$ cat src/rtl/grid_walker_pkg.sv
// Shared definitions for the grid step walker: move direction codes and FSM state encoding.
package grid_walker_pkg;

  localparam logic [1:0] DIR_XP = 2'b00;
  localparam logic [1:0] DIR_XN = 2'b01;
  localparam logic [1:0] DIR_YP = 2'b10;
  localparam logic [1:0] DIR_YN = 2'b11;

  typedef enum logic {
    ST_IDLE = 1'b0,
    ST_MOVE = 1'b1
  } state_e;

endpackage

$ cat src/rtl/grid_step_walker_axis_step_unit.sv
// One-axis unit step with bound detection. Clamps at 0/limit by default;
// wraps toroidally when GRID_WALKER_WRAP_EN is defined.
module axis_step_unit
  import grid_walker_pkg::*;
#(
  parameter int COORD_W = 5
) (
  input  logic [COORD_W-1:0] coord,
  input  logic [COORD_W-1:0] limit,
  input  logic               enable,
  input  logic               decrement,
  output logic [COORD_W-1:0] next_coord,
  output logic               at_bound
);

  logic [COORD_W:0] coord_ext;
  logic [COORD_W:0] stepped;
  logic             out_of_range;

  // One extra bit exposes underflow below 0 and lets limits below the full range be compared.
  always_comb begin
    coord_ext    = {1'b0, coord};
    stepped      = decrement ? (coord_ext - (COORD_W+1)'(1)) : (coord_ext + (COORD_W+1)'(1));
    out_of_range = decrement ? stepped[COORD_W] : (stepped > {1'b0, limit});
    next_coord   = coord;
    at_bound     = 1'b0;
    if (enable) begin
      if (out_of_range) begin
        at_bound = 1'b1;
`ifdef GRID_WALKER_WRAP_EN
        next_coord = decrement ? limit : '0;
`else
        next_coord = coord;
`endif
      end else begin
        next_coord = stepped[COORD_W-1:0];
      end
    end
  end

endmodule

$ cat src/rtl/grid_step_walker.sv
// Registered 2-D position tracker executing multi-step moves one unit per clock.
// Bound policy is clamp by default; define GRID_WALKER_WRAP_EN for a toroidal grid.
module grid_step_walker
  import grid_walker_pkg::*;
#(
  parameter int COORD_W = 5,
  parameter int STEP_W  = 2,
  parameter int X_MAX   = 31,
  parameter int Y_MAX   = 31,
  parameter int X_INIT  = 0,
  parameter int Y_INIT  = 0
) (
  input  logic               clk,
  input  logic               reset,
  input  logic               cmd_valid,
  output logic               cmd_ready,
  input  logic [1:0]         cmd_dir,
  input  logic [STEP_W-1:0]  cmd_steps,
  input  logic               load,
  input  logic [COORD_W-1:0] load_x,
  input  logic [COORD_W-1:0] load_y,
  output logic [COORD_W-1:0] x,
  output logic [COORD_W-1:0] y,
  output logic               busy,
  output logic               done,
  output logic               hit_wall
);

  localparam logic [COORD_W-1:0] X_LIM = COORD_W'(X_MAX);
  localparam logic [COORD_W-1:0] Y_LIM = COORD_W'(Y_MAX);

  state_e              state_q, state_d;
  logic [COORD_W-1:0]  x_q, x_d, y_q, y_d;
  logic [STEP_W-1:0]   rem_q, rem_d;
  logic [1:0]          dir_q, dir_d;
  logic                done_q, done_d;
  logic                hit_q, hit_d;

  logic                x_en, y_en, x_bound, y_bound;
  logic [COORD_W-1:0]  x_next, y_next;

  assign x_en = (state_q == ST_MOVE) && ((dir_q == DIR_XP) || (dir_q == DIR_XN));
  assign y_en = (state_q == ST_MOVE) && ((dir_q == DIR_YP) || (dir_q == DIR_YN));

  axis_step_unit #(.COORD_W(COORD_W)) u_axis_x (
    .coord      (x_q),
    .limit      (X_LIM),
    .enable     (x_en),
    .decrement  (dir_q == DIR_XN),
    .next_coord (x_next),
    .at_bound   (x_bound)
  );

  axis_step_unit #(.COORD_W(COORD_W)) u_axis_y (
    .coord      (y_q),
    .limit      (Y_LIM),
    .enable     (y_en),
    .decrement  (dir_q == DIR_YN),
    .next_coord (y_next),
    .at_bound   (y_bound)
  );

  assign cmd_ready = (state_q == ST_IDLE) && !load;

  // Load beats a same-cycle command; a zero-step command finishes without entering MOVE.
  always_comb begin
    state_d = state_q;
    x_d     = x_q;
    y_d     = y_q;
    rem_d   = rem_q;
    dir_d   = dir_q;
    hit_d   = hit_q;
    done_d  = 1'b0;
    case (state_q)
      ST_IDLE: begin
        if (load) begin
          x_d = (load_x > X_LIM) ? X_LIM : load_x;
          y_d = (load_y > Y_LIM) ? Y_LIM : load_y;
        end else if (cmd_valid) begin
          dir_d = cmd_dir;
          rem_d = cmd_steps;
          hit_d = 1'b0;
          if (cmd_steps == '0) begin
            done_d = 1'b1;
          end else begin
            state_d = ST_MOVE;
          end
        end
      end
      ST_MOVE: begin
        x_d   = x_next;
        y_d   = y_next;
        rem_d = rem_q - STEP_W'(1);
        if (x_bound || y_bound) begin
          hit_d = 1'b1;
        end
        if (rem_q == STEP_W'(1)) begin
          done_d  = 1'b1;
          state_d = ST_IDLE;
        end
      end
      default: state_d = ST_IDLE;
    endcase
  end

  always_ff @(posedge clk) begin
    if (reset) begin
      state_q <= ST_IDLE;
      x_q     <= COORD_W'(X_INIT);
      y_q     <= COORD_W'(Y_INIT);
      rem_q   <= '0;
      dir_q   <= DIR_XP;
      done_q  <= 1'b0;
      hit_q   <= 1'b0;
    end else begin
      state_q <= state_d;
      x_q     <= x_d;
      y_q     <= y_d;
      rem_q   <= rem_d;
      dir_q   <= dir_d;
      done_q  <= done_d;
      hit_q   <= hit_d;
    end
  end

  assign x        = x_q;
  assign y        = y_q;
  assign busy     = (state_q == ST_MOVE);
  assign done     = done_q;
  assign hit_wall = hit_q;

endmodule

$ cat config.mk
export PLATFORM = sky130hd
export DESIGN_NAME = grid_step_walker
export DESIGN_NICKNAME = d
export VERILOG_FILES = /design/src/rtl/grid_walker_pkg.sv /design/src/rtl/grid_step_walker_axis_step_unit.sv /design/src/rtl/grid_step_walker.sv
export SDC_FILE = /design/constraint.sdc
export NUM_CORES = 1
export LEC_CHECK = 0
export ABC_AREA = 1
export CORE_ASPECT_RATIO = 1.75
export CORE_MARGIN = 2
export CORE_UTILIZATION = 45
export CTS_BUF_LIST = sky130_fd_sc_hd__clkbuf_2
export DETAILED_ROUTE_END_ITERATION = 8
export PLACE_DENSITY_LB_ADDON = 0.15
export SLEW_MARGIN = 20
export SYNTH_ARGS = -nofsm -noshare
export SYNTH_HDL_FRONTEND = slang
export SYNTH_SLANG_ARGS = --single-unit
$ cat constraint.sdc
create_clock -name clk -period 1.7 [get_ports clk]
set_clock_uncertainty 0.1 [all_clocks]
set_input_delay 0.34 -clock clk [delete_from_list [all_inputs] [get_ports clk]]
set_output_delay 0.34 -clock clk [all_outputs]
set_load 0.005 [all_outputs]
== After elaboration in Yosys (flattened, before gate mapping) ==
Cells that the tools add are included.
Storage, ports and cells
  bits of input ports: 18
  output and inout bits: 14
  word-level logic and storage cells: 79
  bits in latches: 0
  RAM bits: 0
  register bits: 17
  memory bits (read-only): 0
  memories kept: 0
Cells by class
  shift operators: 0
  order comparisons: 4
  multiplexer cells: 35
  equal/unequal tests: 12
  divide/modulo/power cells: 0
  bitwise gates (word level): 2
  reductions and logical operators: 14
  add/subtract/negate cells: 5
  multipliers: 0
Operators with widths (count)
  two-way mux 5 bit: 8
  one-hot mux 5 bit (2 select lines): 2
  two-way mux 1 bit: 17
  adder 5 x 1 -> 6 bit, second input constant: 2
  > comparator 6 x 5 -> 1 bit, second input constant: 2
  two-way mux 6 bit: 2
  AND reduction 3 bit: 4
  subtractor 5 x 1 -> 6 bit, second input constant: 2
  > comparator 5 bit, second input constant: 2
  inequality test 2 bit, second input constant: 5
  inequality test 2 x 1 -> 1 bit, second input constant: 3
  one-hot mux 1 bit (2 select lines): 3
  equality test 2 x 1 -> 1 bit, second input constant: 2
  equality test 2 bit, second input constant: 2
  zero test 2 bit: 2
  two-way mux 2 bit: 2
  one-hot mux 2 bit (2 select lines): 1
  logical AND 1 bit: 3
  logical OR 1 bit: 3
  inverter 1 bit: 2
  AND reduction 2 bit: 1
  subtractor 2 x 1 -> 2 bit, second input constant: 1
  zero test 1 bit: 1

== Depth between registers and ports, before layout ==
  depth in word-level cells: 9
  mapped depth: 14
  mapped depth without buffers: 14

== Hierarchy ==
From an unflattened synthesis, not the netlist that was laid out.
Unflattened totals
  cells, all modules: 262
  area, all modules: 1666.6 µm²
Modules (own cells, without submodules)
  grid_step_walker: cells an instance 132, times used 1, seq. area each 340.3 µm², area an instance 855.8 µm²
  axis_step_unit: cells an instance 65, times used 2, seq. area each 0.0 µm², area an instance 405.4 µm²

== Worst setup path after synthesis ==
OpenSTA, ideal clock, no wires.
  path kind: register to register
  from: reg dir_q[0]
  to: reg y_q[4], in the netlist y[4]
  clock period less this slack: 1663 ps
  buffers on the path: 0
  setup time: 116 ps
  setup slack: 37 ps
  required time: 1484 ps
  arrival time: 1447 ps
  stages on the path, launching flop included: 11
  cells stage by stage: dfxtp_1 -> nand2_2 -> xor2_1 -> nand2_1 -> nand2_1 -> nand2_1 -> nand2_1 -> inv_2 -> nand2_4 -> nand2_4 -> o211a_1
Between the ends
  longest elaborated chain between the ends: 6
  elaborated cells on any way between the ends: 13
  classes of those cells: order compare: 1; eq/ne: 4; mux: 5; reduce/logical: 3
Ends and longest elaborated chain
  start, declared: RTL line grid_step_walker.sv:35  | logic [1:0] dir_q, dir_d;
  start signal, assigned: RTL line grid_step_walker.sv:120  | dir_q <= dir_d;
  equality test 2 bit: RTL line grid_step_walker.sv:43, grid_step_walker.sv:58
  two-way mux 6 bit: RTL line grid_step_walker_axis_step_unit.sv:23  | stepped = decrement ? (coord_ext - (COORD_W+1)'(1)) : (coord_ext + (COORD_W+1)'(1));
  > comparator 6 x 5 -> 1 bit: RTL line grid_step_walker_axis_step_unit.sv:24  | out_of_range = decrement ? stepped[COORD_W] : (stepped > {1'b0, limit});
  two-way mux 1 bit: RTL line grid_step_walker_axis_step_unit.sv:24
  inequality test 2 bit (no source line)
  AND reduction 3 bit (no source line)
  end signal, assigned: RTL line grid_step_walker.sv:110  | y_q <= COORD_W'(Y_INIT);
  end signal, assigned: RTL line grid_step_walker.sv:118  | y_q <= y_d;
  end, declared: RTL line grid_step_walker.sv:33  | logic [COORD_W-1:0] x_q, x_d, y_q, y_d;
Several ways; a longest one is shown, not always the timed one. The select of a mux whose other input is x is not followed.
A chain may end at the register's enable or synchronous reset.

== Worst setup path in the final report ==
Same ends and word-level chain as after synthesis.

==> metrics.md <==
| Metric | Value |
|---|---|
| Outcome | `finished with violations` |
| Failing checks | `negative setup slack` |
| Synth Area in Adders | `0.0302` |
| Hold Crit Class | `flip-flop to flip-flop` |
| Synthesized area per cell | `6.15 um2` |
| Post-synthesis cell area | `0.00124 mm2` |
| Synth area leader | `dfxtp_1` |
| Number of nets with antenna violations after routing | `0` |
| # diodes | `0` |
| XOR/XNOR Fraction of Synth Area | `0.0141` |
| Worst Setup Start Kind | `flip-flop` |
| GRT met2 Usage | `0.493` |
| H-tree Lvls | `1` |
| Cts bufs inserted | `3` |
| Most area-consuming cells after synthesis | `dfxtp_1 27%, nand2_1 17%, inv_1 6.9%, nor2_1 6.6%, o21ai_0 4.8%` |
| Net Count, Synth | `223` |
| Cell count after synthesis | `202` |
| Most frequent CP cell | `nand2_1` |
| Max-cap viol count | `0` |
| Required time of the critical path | `1.83 ns` |
| Area grow syn2layout | `63.7%` |
| CTS root buf | `clkbuf_2` |
| CTS Hold Buffers Added | `0` |
| DP Worst Slack | `-0.147 ns` |
| Port-buffer cells | `31` |
| WL/cell | `14.0 um` |
| Total grt overflow | `0` |
| Antenna violations before repair | `0` |
| Clk Latency, worst-skew pair | `0.31 ns` |
| Fmax | `576 MHz` |
| GRT busiest layer | `met2` |
| YS warnings | `0` |
| CP max FO | `7` |
| Vias/cell | `5.42` |
| Design area | `0.00203 mm2` |
| DR vias | `1600` |
| Largest net degree at the start of global routing | `13` |
| DRT iter0 DRCs | `27` |
| Period utilisation layout | `1.02` |
| Clock buffer depth | `2` |
| WL final | `4140 um` |
| Power per cell area | `580 mW/mm2` |
| IO Count | `32` |
| Post-route setup slack | `-0.0368 ns` |
| Crit path cell chain | `nand2_4, nand2_2, nand2_2, inv_1, ha_1, inv_1, nand2_1, nand2_1, o21ai_2, nand2_1, nand3_1, nand3_1, o211a_1` |
| Final Hold Fails | `0` |
| Total power draw | `0.00118 W` |
| Relative slew slack | `0.790` |
| Critical path type | `flip-flop to flip-flop` |
| Max incr delay on CP | `0.46 ns` |
| CP max stage cell | `dfxtp_4` |
| FF-to-FF path depth | `13` |
| Drt drc | `0` |
| Gr usage total | `0.252` |
| Largest family of logic cells by synthesized area | `simple AND/OR/NAND/NOR gates` |
| Die height | `73.5 um` |
| Worst Setup End Kind | `flip-flop` |
| Final #Nets | `290` |
| CP arrival | `1.87 ns` |
| Yosys top cell area share | `0.274` |
| Util after Layout | `0.765` |
| HPWL Detailed | `3060 um` |
| Peak supply drop | `444 uV` |
| Area of placed instances | `0.00179 mm2` |
| Slew Limit Fails | `0` |
| RSZ-0062 raised after global routing | `true` |
| Num rows | `25` |
| GRT met1 Usage | `0.242` |
| Tightest Pin Transition | `0.307 ns` |
| Register area share after synthesis | `0.274` |
| Placer Congestion | `0.908` |
| Drt first pass iters | `4` |
| Hold path cells | `2` |
| Share of layout cells above drive strength 1 | `0.377` |
| Core Area | `0.00266 mm2` |
| Number of global-route vias before repair | `1477` |
| Met3 Use GR | `0.0172` |
| Synth Area in Compound Gates | `0.197` |
| First-pass GRT wire length | `6150 um` |
| Hold WS | `0.392 ns` |
| Fill cell count | `220` |
| Die Footprint | `0.00321 mm2` |
| Clk pin slew, worst setup/hold paths | `0.18 ns` |
| #FFs+latches synth | `17` |
| Mux contribution to synthesized area | `0` |
| Finish-stage setup viols | `6` |
| Min Tclk post-route | `1.74 ns` |
| Initial Utilization | `0.467` |
| Leakage | `0.960 nW` |
| Post-Synth Simple-Gate Area | `0.380` |
| Die width | `43.7 um` |
| CTS tree | `done` |
| Netlist cell types | `28` |
| Num Clock Sinks | `17` |
[final timing paths]
check / start / end / slack (ns)
max: dir_q[0] / y[4] / -0.04
min: hit_wall / hit_wall / 0.39
max reg2reg: dir_q[0] / y[4] / -0.04
min reg2reg: hit_wall / hit_wall / 0.39
[cell families (layout without fill, tap and decap cells)]
group,Yosys count,after routing
buffers and inverters,32,98
XOR/XNOR,2,2
AND/OR/NAND/NOR,107,107
adder cells (fa/ha/maj),3,3
flip-flops,17,17
AO/OA/AOI/OAI,41,41
[metrics by stage]
| stage | setup TNS (ns) | cells |
|---|---|---|
| 3_3_place_gp | -0.573 | 283 |
| 6_report | -0.103 | 295 |
| 4_1_cts | 0 | 290 |
| 2_1_floorplan | 0 | 202 |
| 5_1_grt | -1.20 | 295 |
| 3_5_place_dp | -1.40 | 283 |
[synthesized netlist by cell type (all sizes together)]
| cell | instances |
|---|---|
| a2111oi | 1 |
| a21oi | 14 |
| a31oi | 2 |
| clkbuf | 4 |
| clkinv | 1 |
| dfxtp | 17 |
| ha | 3 |
| inv | 27 |
| nand2 | 66 |
| nand3 | 11 |
| nand4 | 2 |
| nor2 | 25 |
| nor3 | 1 |
| o211a | 1 |
| o21ai | 22 |
| o31ai | 1 |
| or2 | 2 |
| xnor2 | 1 |
| xor2 | 1 |
[per-layer routing]
| layer | up-vias | part of all wire |
|---|---|---|
| met2 | 50 | 0.58 |
| li1 | 776 | - |
| met1 | 756 | 0.34 |
| met4 | 0 | 0.046 |
| met3 | 18 | 0.032 |
| met5 | - | 0 |
[layout make-up]
type                            instances  area (um2)  share of cell area
Tap cell                               27        33.8              0.0166
Timing Repair Buffer                   66         583               0.287
Clock inverter                          1        5.00             0.00246
Inverter                               28         128              0.0627
Sequential cell                        17         367               0.180
Multi-Input combinational cell        153         903               0.444
Clock buffer                            3        15.0             0.00738
[sequential cells by signal, summed over array words and instances, names as in the netlist]
name	count
busy	1
dir_q	2
done	1
hit_wall	1
rem_q	2
x	5
y	5
[worst max-delay path, delay by kind of cell (launching register included)]
family                     cells  cell delay [ns]
and+or+nand+nor                8             0.66
DFF                            1             0.46
AOI/OAI and AO/OA              2             0.24
adders and majority gates      1             0.13
buffers and inverters          2             0.09
[report_power, final]
part | internal [W] | total [W] | switching (W)
clock network | 0.0000533 | 0.000187 | 0.000134
registers | 0.000438 | 0.000485 | 0.0000475
logic | 0.000258 | 0.000507 | 0.000249
[placed cells by master (no fill, tap or decap), types with 5 or more instances in the layout]
cell and n:
a21oi_1 10, buf_4 34, clkdlybuf4s50_1 29, dfxtp_1 6, dfxtp_2 6, dfxtp_4 5, inv_1 22, nand2_1 44
nand2_2 15, nand2_4 6, nand3_1 8, nor2_1 18, o21ai_0 12, o21ai_2 6
[repair_timing]
item	in CTS	in global routing
endpoints found under the setup margin	17	18
pin swaps	3	5
setup buffers	3	5
resized for setup	23	34
Power figures use the tool's default switching activity.
